### src/rtl/id_decode_stage.sv
// Decode stage: latches {pc,inst} from fetch and decodes MIPS integer ALU ops into one-hot aluop, operands and writeback info.
// Latency: a bundle accepted at edge N is presented on ds_* in cycle N+1; the outputs are combinational from the stage register and rf_rdata*.
// Backpressure: holds its bundle while a RAW hazard is pending or es_allowin=0 (ds_allowin=0 then); flush drops the held bundle.
//
// Ports:
//   clk, resetn (sync, active low), flush
//   fs_to_ds_valid / fs_to_ds_bus {pc,inst} / ds_allowin   : fetch side handshake
//   rf_raddr1/rf_rdata1 (rs), rf_raddr2/rf_rdata2 (rt)      : register file read ports
//   es_wdest, ms_wdest, ws_wdest {valid,dest}               : in-flight writers, used for RAW stall
//   es_allowin / ds_to_es_valid                             : execute side handshake
//   ds_aluop, ds_scr0, ds_scr1, ds_ov_en, ds_rf_we, ds_rf_dest, ds_pc, ds_ri : decoded bundle
module id_decode_stage #(
    parameter logic [31:0] RESET_PC = 32'hBFC0_0000
) (
    input  logic        clk,
    input  logic        resetn,
    input  logic        flush,
    input  logic        fs_to_ds_valid,
    input  logic [63:0] fs_to_ds_bus,
    output logic        ds_allowin,
    output logic [4:0]  rf_raddr1,
    input  logic [31:0] rf_rdata1,
    output logic [4:0]  rf_raddr2,
    input  logic [31:0] rf_rdata2,
    input  logic [5:0]  es_wdest,
    input  logic [5:0]  ms_wdest,
    input  logic [5:0]  ws_wdest,
    input  logic        es_allowin,
    output logic        ds_to_es_valid,
    output logic [11:0] ds_aluop,
    output logic [31:0] ds_scr0,
    output logic [31:0] ds_scr1,
    output logic        ds_ov_en,
    output logic        ds_rf_we,
    output logic [4:0]  ds_rf_dest,
    output logic [31:0] ds_pc,
    output logic        ds_ri
);

    logic        ds_valid;
    logic [31:0] ds_inst;
    logic        ds_ready_go;

    // Stage register. Flush beats a concurrent fetch so a redirected
    // instruction never slips in behind the discarded one.
    always_ff @(posedge clk) begin
        if (!resetn) begin
            ds_valid <= 1'b0;
            ds_inst  <= '0;
            ds_pc    <= RESET_PC;
        end else if (flush) begin
            ds_valid <= 1'b0;
        end else begin
            if (ds_allowin) begin
                ds_valid <= fs_to_ds_valid;
            end
            if (ds_allowin && fs_to_ds_valid) begin
                ds_pc   <= fs_to_ds_bus[63:32];
                ds_inst <= fs_to_ds_bus[31:0];
            end
        end
    end

    // Instruction fields
    logic [5:0]  op;
    logic [5:0]  funct;
    logic [4:0]  rs;
    logic [4:0]  rt;
    logic [4:0]  rd;
    logic [4:0]  sa;
    logic [15:0] imm;

    assign op    = ds_inst[31:26];
    assign rs    = ds_inst[25:21];
    assign rt    = ds_inst[20:16];
    assign rd    = ds_inst[15:11];
    assign sa    = ds_inst[10:6];
    assign imm   = ds_inst[15:0];
    assign funct = ds_inst[5:0];

    logic is_r;
    assign is_r = (op == 6'h00);

    // R-type decodes
    logic f_add, f_addu, f_sub, f_subu, f_and, f_or, f_xor, f_nor;
    logic f_slt, f_sltu, f_sll, f_srl, f_sra, f_sllv, f_srlv, f_srav;
    assign f_add  = is_r && (funct == 6'h20);
    assign f_addu = is_r && (funct == 6'h21);
    assign f_sub  = is_r && (funct == 6'h22);
    assign f_subu = is_r && (funct == 6'h23);
    assign f_and  = is_r && (funct == 6'h24);
    assign f_or   = is_r && (funct == 6'h25);
    assign f_xor  = is_r && (funct == 6'h26);
    assign f_nor  = is_r && (funct == 6'h27);
    assign f_slt  = is_r && (funct == 6'h2A);
    assign f_sltu = is_r && (funct == 6'h2B);
    assign f_sll  = is_r && (funct == 6'h00);
    assign f_srl  = is_r && (funct == 6'h02);
    assign f_sra  = is_r && (funct == 6'h03);
    assign f_sllv = is_r && (funct == 6'h04);
    assign f_srlv = is_r && (funct == 6'h06);
    assign f_srav = is_r && (funct == 6'h07);

    // I-type decodes
    logic i_addi, i_addiu, i_slti, i_sltiu, i_andi, i_ori, i_xori, i_lui;
    assign i_addi  = (op == 6'h08);
    assign i_addiu = (op == 6'h09);
    assign i_slti  = (op == 6'h0A);
    assign i_sltiu = (op == 6'h0B);
    assign i_andi  = (op == 6'h0C);
    assign i_ori   = (op == 6'h0D);
    assign i_xori  = (op == 6'h0E);
    assign i_lui   = (op == 6'h0F);

    assign ds_aluop = {
        f_add | f_addu | i_addi | i_addiu,  // add
        f_sub | f_subu,                     // sub
        f_and | i_andi,                     // and
        f_or  | i_ori,                      // or
        f_nor,                              // nor
        f_xor | i_xori,                     // xor
        f_slt | i_slti,                     // slt
        f_sltu | i_sltiu,                   // sltu
        f_sll | f_sllv,                     // sll
        f_srl | f_srlv,                     // srl
        f_sra | f_srav,                     // sra
        i_lui                               // lui
    };

    // Every recognised encoding sets exactly one aluop bit.
    assign ds_ri = ~|ds_aluop;

    logic shift_imm;
    logic r_alu;
    logic i_alu;
    logic imm_sext;
    logic imm_zext;
    logic rs_used;
    logic rt_used;

    assign shift_imm = f_sll | f_srl | f_sra;
    assign r_alu     = is_r && !ds_ri;
    assign i_alu     = !is_r && !ds_ri;
    // SLTIU sign-extends too; the unsigned compare happens in the ALU.
    assign imm_sext  = i_addi | i_addiu | i_slti | i_sltiu;
    assign imm_zext  = i_andi | i_ori | i_xori | i_lui;
    assign rs_used   = (r_alu && !shift_imm) || (i_alu && !i_lui);
    assign rt_used   = r_alu;

    assign rf_raddr1  = rs;
    assign rf_raddr2  = rt;
    assign ds_scr0    = shift_imm ? {27'b0, sa} : rf_rdata1;
    assign ds_scr1    = imm_sext ? {{16{imm[15]}}, imm} :
                        imm_zext ? {16'b0, imm} : rf_rdata2;
    assign ds_ov_en   = f_add | f_sub | i_addi;
    assign ds_rf_we   = !ds_ri;
    assign ds_rf_dest = is_r ? rd : rt;

    // RAW hazard: no forwarding, so any in-flight writer of a used source
    // stalls. GPR0 is hard-wired, never a real dependency.
    function automatic logic dest_hit(input logic [4:0] src, input logic [5:0] wdest);
        return wdest[5] && (wdest[4:0] == src);
    endfunction

    logic rs_hazard;
    logic rt_hazard;
    assign rs_hazard = rs_used && (rs != 5'd0) &&
                       (dest_hit(rs, es_wdest) || dest_hit(rs, ms_wdest) || dest_hit(rs, ws_wdest));
    assign rt_hazard = rt_used && (rt != 5'd0) &&
                       (dest_hit(rt, es_wdest) || dest_hit(rt, ms_wdest) || dest_hit(rt, ws_wdest));

    assign ds_ready_go    = !(rs_hazard || rt_hazard);
    assign ds_allowin     = !ds_valid || (ds_ready_go && es_allowin);
    assign ds_to_es_valid = ds_valid && ds_ready_go && !flush;

endmodule

### config.mk
export PLATFORM = sky130hd
export DESIGN_NAME = id_decode_stage
export DESIGN_NICKNAME = d
export VERILOG_FILES = /design/src/rtl/id_decode_stage.sv
export SDC_FILE = /design/constraint.sdc
export NUM_CORES = 1
export LEC_CHECK = 0
export BUFFER_PORTS_ARGS = -buffer_cell sky130_fd_sc_hd__buf_4
export CAP_MARGIN = 20
export CORE_MARGIN = 8
export CORE_UTILIZATION = 38
export DETAILED_ROUTE_END_ITERATION = 6
export PLACE_DENSITY_LB_ADDON = 0.08
export SLEW_MARGIN = 25
export SYNTH_ARGS = -nofsm -noshare
export SYNTH_HDL_FRONTEND = slang
export SYNTH_SLANG_ARGS = --single-unit
### constraint.sdc
create_clock -name clk -period 2.4 [get_ports clk]
set_clock_uncertainty 0.1 [all_clocks]
set_input_delay 0.24 -clock clk [delete_from_list [all_inputs] [get_ports clk]]
set_output_delay 0.24 -clock clk [all_outputs]
set_load 0.05 [all_outputs]
==> results of run 1 <==
-- cells by family after synthesis --
family,after synthesis
AO/OA/AOI/OAI,14
AND/OR/NAND/NOR,246
XOR/XNOR,30
flip-flops,65
multiplexers,89
buffers and inverters,54
-- state kept, by name, summed over array words and instances (netlist names) --
register  count
ds_inst      32
ds_pc        32
ds_valid      1
-- cell usage in the layout (no fill, tap or decap), types with 2 or more instances in the layout --
cell type   synthesis  layout
dfxtp_1            65      56
buf_12              6      12
buf_16              0       4
nor3_2              0       2
inv_1               5       5
nor4_2              1       2
nor3_1              7       3
nor4b_4             1       2
nor2b_2             0       8
nor2_4              1       5
o22ai_1             2       2
clkbuf_16           0       3
clkinvlp_4          0       2
xnor2_1             6       6
xor2_1             24      24
nor2_1              7       4
o21ai_2             0       2
nand3_1            11      10
nor2b_4             0       7
nor2b_1            47      32
mux2_2             25      20
nor3_4              0       2
and3_1              3       2
clkbuf_8            0      12
buf_6               1      45
buf_8               0      10
buf_4              12     276
nand2_1           151     148
nand3_4             1       2
dfxtp_2             0       9
mux2_4              0       5
a21oi_1             2       2
nand2b_1            3       3
mux2i_1            64      63
nor4_1              7       5
o32ai_2             0       2
-- worst max-delay path by stage --
| stage | startpoint | endpoint | slack [ns] | cells past startpoint |
|---|---|---|---|---|
| finish | ds_inst[30] | ds_scr0[0] | -0.24 | 8 |
| global route | ds_inst[30] | ds_scr0[0] | -0.30 | 8 |
| CTS | ds_inst[31] | ds_scr0[0] | -0.25 | 7 |
| detailed placement | ds_inst[29] | ds_pc[10] | -0.06 | 9 |
| global placement | ds_inst[30] | ds_scr0[2] | 0.02 | 7 |
| floorplan | ds_inst[27] | ds_inst[27] | -0.31 | 9 |
-- timing repair --
action,4_1_cts,5_1_grt
buffers inserted,15,10
hold endpoints to repair,0,0
setup endpoints to repair,114,111
gates cloned,7,4
pin swaps,9,14
gates resized for setup,56,87
-- worst max-delay path, stage by stage, from the launching register on --
cell	delay, ns
dfxtp_2	0.34
nor2_4	0.14
nand3_4	0.08
or3_4	0.38
nor4b_4	0.23
buf_6	0.16
buf_6	0.14
mux2_4	0.31
buf_6	0.16
-- metrics by stage --
step | utilization [%] | setup slack, ns | area (µm²) | power [mW]
after CTS | 67.64 | -0.2500 | 7236 | 3.983
after floorplan | - | -0.3077 | 4217 | 2.303
after global placement | 60.75 | 0.01727 | 6499 | 2.894
after detailed placement | 60.75 | -0.06205 | 6499 | 2.913
after global routing | 71.68 | -0.2975 | 7669 | 4.344
final | 71.68 | -0.2392 | 7669 | 4.163
-- report_power, final --
| part | internal, mW | switching [mW] |
|---|---|---|
| sequential | 1.14 | 0.0524 |
| clock | 0.462 | 0.450 |
| combinational | 0.900 | 1.16 |
-- final cells by class --
cell class                      instances  area, µm²
Clock buffer                           13      168.9
Fill cell                             810       3029
Tap cell                              140      175.2
Clock inverter                          3      23.77
Multi-Input combinational cell        379       2783
Timing Repair Buffer                  351       3187
Inverter                                5      18.77
Sequential cell                        65       1313
-- layer usage --
layer | vias up | part of all wire (%) | GRT usage (%)
met5 | - | 0 | 0
met4 | 0 | 2.5 | 8.431
met3 | 32 | 8.0 | 7.186
met2 | 198 | 51 | 37.72
met1 | 2127 | 39 | 25.58
li1 | 2256 | - | -
==> impl_metrics.json, run 1 <==
{
  "status": "finished with violations",
  "violations": "negative setup slack",
  "critPathArrivalTime_ns": 2.30,
  "die_w_um": 120.2,
  "vias": 4613,
  "powerDensity_nw_per_um2": 542.8,
  "clkLatencyLatePin_ns": 0.36,
  "grt_pass1_wl_um": 25430,
  "async_flop_share_pct": 0,
  "rsz0062_at_grt": "yes",
  "dp.cells": 910,
  "pin_count": 279,
  "leakage_nw": 3.712,
  "worst_hold_path_type": "input pin to flip-flop",
  "h-tree-depth": 3,
  "clk_pin_slew_worst_paths_ns": 0.07,
  "syn_area_per_cell_um2": 8.279,
  "synth_top_family_by_area": "simple AND/OR/NAND/NOR gates",
  "yosys.area_share.simple_pct": 28.65,
  "max-clock-path-buffers": 2,
  "finalHoldViolCount": 0,
  "grt_overflow": 0,
  "wl_per_cell_um": 18.41,
  "synthXorXnorAreaFrac_pct": 6.373,
  "rows": 38,
  "setup_ws_ns": -0.2392,
  "synthDominantAreaCellType": "dfxtp_1",
  "hold_start": "flush",
  "synth.most_common_cell": "nand2_1",
  "nNetsFinal": 962,
  "synth_compound_area_share_pct": 2.458,
  "instances_no_fill": 956,
  "synth-adder-area-share_pct": 0,
  "grt_start_max_net_pins": 55,
  "grt_usage_pct": 22.24,
  "r2r-start": "ds_inst[30]",
  "worstPathRequired_ns": 2.06,
  "drc_errors": 0,
  "synth.lib_cells_used.distinct": 37,
  "yosys-top-cells-count": "151 x nand2_1, 65 x dfxtp_1, 64 x mux2i_1",
  "dp_hpwl_um": 12820,
  "synth_edf_count": 0,
  "setup_tns_ns": -13.47,
  "reg2reg_depth": 12,
  "die_h_um": 120.2,
  "slew_headroom_pct": 65.73,
  "cts-root-buf": "clkbuf_8",
  "initial_core_util_pct": 38.54,
  "synth_nets": 649,
  "reg2reg_slack_ns": -0.21,
  "antenna_found_initial": 0,
  "max_cap_viol_count": 0,
  "ys.flop_type": "dfxtp_1",
  "cts_buffers": 9,
  "cts_tree": "done",
  "ant_nets": 0,
  "ys_warn_count": 0,
  "netlist_area_um2": 4123,
  "timing.rr.end": "ds_pc[10]",
  "min_to": "ds_valid",
  "finalCriticalPeriod_ns": 2.639,
  "fin_crit_sh_pct": 110.0,
  "synth_cells": 498,
  "avgViaCountPerCell": 4.825,
  "synth.yosys.seq_area_share_pct": 31.56,
  "drive_above_1_share_pct": 54.66,
  "ys_seq_elements": 65,
  "synth.area.top_cells": "dfxtp_1 32%, mux2i_1 16%, nand2_1 14%",
  "drt_iter0_drc": 269,
  "slew_viol_final": 0,
  "cp_max_fo": 5,
  "io_buffers": 278,
  "firstDrtPassIters": 7,
  "path_class": "flip-flop to output pin",
  "tightest_slew_ns": 0.5140,
  "synth_top_area_share_pct": 31.56,
  "area_growth_syn_to_layout_pct": 86.01,
  "core_um2": 10700,
  "synthMuxAreaShare_pct": 22.37,
  "clkSinkCount": 65,
  "hold_slack_ns": 0.01258,
  "hold_depth": 2,
  "first_global_vias": 4622,
  "fmax_mhz": 378.9,
  "place_congestion": 0.8508,
  "cp-start-kind": "flip-flop",
  "die_area_um2": 14440,
  "finalSetupViolCount": 98,
  "cts_hold_buf": 0,
  "wl_um": 17600,
  "antenna_cells": 0,
  "critPathCaptureType": "output pin",
  "irDropWorstVdd_mv": 0.3666
}
(Power assumes the default switching activity.)
==> run 2: changes to the inputs <==
==> constraint.sdc (replaced) <==
create_clock -name clk -period 2.4 [get_ports clk]
set_clock_uncertainty 0.1 [all_clocks]
set_input_delay 0.36 -clock clk [delete_from_list [all_inputs] [get_ports clk]]
set_output_delay 0.36 -clock clk [all_outputs]
set_load 0.05 [all_outputs]
==> run 2 against run 1 <==
  * The run still ends with negative setup slack left
  * Utilization grew 2.9 points
  * Sequential power is essentially flat
  * Via count grew 2.4%
  * Maximum frequency shrank 4.0%
  * Critical endpoint is now ds_scr0[1]
==> impl_metrics.json, run 2 (same netlist as run 1, synthesis figures left out) <==
{
  "fillers": 784,
  "cts_buffers": 9,
  "cts_tree": "done",
  "die_w_um": 120.2,
  "fin_crit_sh_pct": 114.5,
  "hold_slack_ns": 0.1278,
  "ant_nets": 0,
  "cp_max_fo": 5,
  "wl_met3_um": 1474,
  "place_area_um2": 6436,
  "first_global_vias": 4876,
  "finalHoldViolCount": 0,
  "h-tree-depth": 3,
  "dp_hpwl_um": 12810,
  "wl_um": 18700,
  "layout_common_cells": "263 x buf_4, 148 x nand2_1, 64 x mux2i_1",
  "grt_usage_pct": 23.80,
  "cp-start-kind": "flip-flop",
  "powerDensity_nw_per_um2": 569.2,
  "die_area_um2": 14440,
  "dr.max_layer_used": "met4",
  "critPathCaptureType": "output pin",
  "drc_errors": 0,
  "grt_pass1_wl_um": 27050,
  "irDropWorstVdd_mv": 0.3364,
  "clkLatencyLatePin_ns": 0.35,
  "worstPathRequired_ns": 1.94,
  "setup_ws_ns": -0.3486,
  "finalSetupViolCount": 107,
  "fmax_mhz": 363.8,
  "drive_above_1_share_pct": 56.32,
  "top_regs": "ds_inst: 32 flops, ds_pc: 32 flops, ds_valid: 1 flops",
  "met1_length_um": 6962,
  "finalCriticalPeriod_ns": 2.749,
  "firstDrtPassIters": 4,
  "io_buffers": 278,
  "clkSinkCount": 65,
  "total_power_mw": 4.541,
  "path_class": "flip-flop to output pin",
  "vias": 4726,
  "final_common_cell": "buf_4",
  "leakage_nw": 3.851,
  "status": "finished with violations",
  "avgViaCountPerCell": 4.944,
  "cts-root-buf": "clkbuf_8",
  "tightest_slew_ns": 0.4314,
  "rsz0062_at_grt": "yes",
  "wl_per_cell_um": 19.56,
  "met2_length_um": 9894,
  "cts_hold_buf": 0,
  "grt_overflow": 0,
  "die_h_um": 120.2,
  "worst_hold_path_type": "input pin to flip-flop",
  "place_congestion": 0.9094,
  "pin_count": 279,
  "antenna_found_initial": 1,
  "slew_viol_final": 0,
  "slew_headroom_pct": 71.24,
  "drt_iter0_drc": 309,
  "rows": 38,
  "initial_core_util_pct": 38.54,
  "area_growth_syn_to_layout_pct": 93.51,
  "max_cap_viol_count": 0,
  "clk_pin_slew_worst_paths_ns": 0.07,
  "grt_start_max_net_pins": 48,
  "fin_util_pct": 74.57,
  "critPathArrivalTime_ns": 2.29,
  "core_um2": 10700,
  "violations": "negative setup slack",
  "nNetsFinal": 961,
  "final_area_um2": 7978,
  "max-clock-path-buffers": 2
}
## run 2: cell count changes in the layout (fill, tap and decap cells not counted), moves of 5 or more
cell     before  now
buf_16        4    9
buf_4       276  263
buf_8        10   26
nor2b_1      32   19
nor2b_2       8    0
nor2b_4       7   28
## run 2: worst max-delay path, stage by stage (launching register included)
cell and delay, ns:
dfxtp_2 0.33, nor2_2 0.15, nand3_4 0.09, or3_4 0.36, nor4b_4 0.25, buf_4 0.18, buf_8 0.12, mux2_4 0.31
buf_8 0.15
## run 2: stage by stage
step,setup TNS [ns],setup WS (ns),instances
2_1_floorplan,-25.01,-0.3984,498
3_3_place_gp,-1.737,-0.03736,901
3_5_place_dp,-8.913,-0.1460,901
4_1_cts,-26.09,-0.3580,955
5_1_grt,-40.55,-0.4561,956
6_report,-28.27,-0.3486,956
## run 2: power breakdown
part | internal (mW) | switching [mW] | total (mW)
clock network | 0.647 | 0.456 | 1.10
registers | 1.14 | 0.0524 | 1.19
logic | 1.01 | 1.24 | 2.25
## run 2: timing repair
item / CTS / global route
buffers inserted: 26 / 5
setup endpoints to repair: 134 / 126
gates resized for setup: 149 / 58
cloned: 12 / 1
pin swaps: 15 / 10
## run 2: worst paths after layout
path / from / slack [ns] / depth (start not counted) / endpoint
setup reg to reg: ds_inst[29] / -0.29 / 13 / ds_inst[7]
hold / removal: flush / 0.13 / 2 / ds_valid
setup / recovery: ds_inst[29] / -0.35 / 8 / ds_scr0[1]
hold reg to reg: ds_pc[12] / 0.36 / 2 / ds_pc[12]
## run 2: cell type report
| type | instances | area (µm²) | area share (%) |
|---|---|---|---|
| inverter | 5 | 18.77 | 0.2353 |
| clock inverter | 5 | 85.08 | 1.066 |
| antenna | 1 | 2.502 | 0.03137 |
| multi-input combinational | 379 | 2945 | 36.92 |
| sequential | 65 | 1309 | 16.41 |
| timing repair buffer | 350 | 3291 | 41.25 |
| clock buffer | 11 | 151.4 | 1.898 |
| tap | 140 | 175.2 | 2.196 |
## run 2: per-layer routing
metal / track usage (%) / up-vias
li1: - / 2256
met1: 25.00 / 2234
met2: 43.70 / 211
met3: 7.750 / 25
met4: 8.041 / 0
met5: 0 / -
==> run 3: changes to the inputs <==
--- a/config.mk
+++ b/config.mk
@@ -11,6 +11,7 @@
 export CORE_UTILIZATION = 38
 export DETAILED_ROUTE_END_ITERATION = 6
 export PLACE_DENSITY_LB_ADDON = 0.08
+export RECOVER_POWER = 25
 export SLEW_MARGIN = 25
 export SYNTH_ARGS = -nofsm -noshare
 export SYNTH_HDL_FRONTEND = slang
==> run 3 against run 2 <==
  * The run still ends with negative setup slack left
  * Global-route usage is the same
  * Die area is the same
  * Sequential cell count is the same
  * Critical path type unchanged
  * Critical endpoint unchanged
  * Largest cell class unchanged
  * Highest routed layer unchanged
==> impl_metrics.json, run 3 (same netlist as run 1, synthesis figures left out) <==
{
  "die_area_um2": 14440,
  "rows": 38,
  "drt_iter0_drc": 327,
  "path_class": "flip-flop to output pin",
  "slew_headroom_pct": 57.43,
  "grt_usage_pct": 23.80,
  "total_power_mw": 4.524,
  "drive_above_1_share_pct": 53.74,
  "leakage_nw": 3.770,
  "critPathCapture": "ds_scr0[1]",
  "avgViaCountPerCell": 4.926,
  "cts_buffers": 9,
  "dp_worst_setup_slack_ns": -0.1460,
  "r2r-start": "ds_inst[29]",
  "initial_core_util_pct": 38.54,
  "ant_nets": 0,
  "wl_per_cell_um": 19.52,
  "instances_no_fill": 956,
  "reg2reg_depth": 13,
  "place_area_um2": 6436,
  "fin_util_pct": 73.84,
  "clkLatencyLatePin_ns": 0.35,
  "rsz0062_at_grt": "yes",
  "cp_max_fo": 5,
  "critPathCaptureType": "output pin",
  "layout_common_cells": "242 x buf_4, 148 x nand2_1, 64 x mux2i_1",
  "hold_slack_ns": 0.1273,
  "wl_um": 18660,
  "place_congestion": 0.9094,
  "dp_hpwl_um": 12810,
  "cts-root-buf": "clkbuf_8",
  "fin_crit_sh_pct": 114.6,
  "fmax_mhz": 363.7,
  "finalSetupViolCount": 107,
  "violations": "negative setup slack",
  "final_common_cell": "buf_4",
  "max_cap_viol_count": 0,
  "firstDrtPassIters": 4,
  "drc_errors": 0,
  "critPathArrivalTime_ns": 2.29,
  "h-tree-depth": 3,
  "finalHoldViolCount": 0,
  "dp.cells": 901,
  "setup_tns_ns": -28.54,
  "irDropWorstVdd_mv": 0.3328,
  "pin_count": 279,
  "clkSinkCount": 65,
  "finalCriticalPeriod_ns": 2.750,
  "timing.rr.end": "ds_inst[7]",
  "grt_start_max_net_pins": 48,
  "setup_ws_ns": -0.3499,
  "worstPathRequired_ns": 1.94,
  "cp-start-kind": "flip-flop",
  "vias": 4709,
  "worst_hold_path_type": "input pin to flip-flop",
  "cts_hold_buf": 0,
  "first_global_vias": 4876,
  "max-clock-path-buffers": 2,
  "status": "finished with violations",
  "grt_pass1_wl_um": 27050,
  "clk_pin_slew_worst_paths_ns": 0.07,
  "final_area_um2": 7899,
  "tightest_slew_ns": 0.6413,
  "core_um2": 10700,
  "die_w_um": 120.2,
  "fillers": 806,
  "io_buffers": 278,
  "grt_overflow": 0,
  "nNetsFinal": 961,
  "cts_tree": "done",
  "powerDensity_nw_per_um2": 572.8,
  "antenna_found_initial": 1,
  "reg2reg_slack_ns": -0.29,
  "cp-startpoint": "ds_inst[29]",
  "area_growth_syn_to_layout_pct": 91.59,
  "top_regs": "ds_inst: 32 flops, ds_pc: 32 flops, ds_valid: 1 flops",
  "slew_viol_final": 0,
  "die_h_um": 120.2
}
## run 3: changes by cell type in the layout (fill, tap and decap cells not counted)
cell      change
buf_4        -21
clkbuf_1     +21
## run 3: repair_timing
| action | 4_1_cts | 5_1_grt |
|---|---|---|
| gates resized for setup | 149 | 58 |
| gates cloned | 12 | 1 |
| buffers inserted | 26 | 5 |
| pin swaps | 15 | 10 |
| endpoints found under the setup margin | 134 | 126 |
## run 3: per-layer routing
layer	track usage, %	up-vias	routed length [µm]
met5	0	-	0
met3	7.750	25	1470
li1	-	2255	-
met2	43.70	203	9854
met4	8.041	0	367
met1	25.00	2226	6972
## run 3: layout make-up
cell class / instances / area [µm²] / share of cell area [%]
Multi-Input combinational cell: 379 / 2945 / 37.29
Clock inverter: 5 / 85.08 / 1.077
Antenna cell: 1 / 2.502 / 0.03168
Inverter: 5 / 18.77 / 0.2376
Clock buffer: 11 / 151.4 / 1.917
Sequential cell: 65 / 1309 / 16.57
Tap cell: 140 / 175.2 / 2.218
Timing Repair Buffer: 350 / 3212 / 40.66
## run 3: how the worst min path moves through the flow
| stage | cells past startpoint | slack (ns) | to | startpoint |
|---|---|---|---|---|
| final | 2 | 0.13 | ds_valid | flush |
| after global routing | 2 | 0.11 | ds_valid | flush |
| after CTS | 2 | 0.1 | ds_valid | flush |
| after detailed placement | 2 | 0.35 | ds_pc[10] | ds_pc[10] |
| after global placement | 2 | 0.34 | ds_pc[11] | ds_pc[11] |
| after floorplan | 1 | 0.34 | ds_valid | flush |
## run 3: critical path: stages, from the launching register on
cell and delay, ns:
dfxtp_2 0.33, nor2_2 0.14, nand3_4 0.09, or3_4 0.36
nor4b_4 0.25, buf_4 0.18, buf_8 0.12, mux2_4 0.31
buf_8 0.15
## run 3: where the power goes
| part | internal, mW | switching [mW] |
|---|---|---|
| clock network | 0.647 | 0.456 |
| logic | 0.993 | 1.24 |
| registers | 1.14 | 0.0518 |
| total | 2.78 | 1.75 |
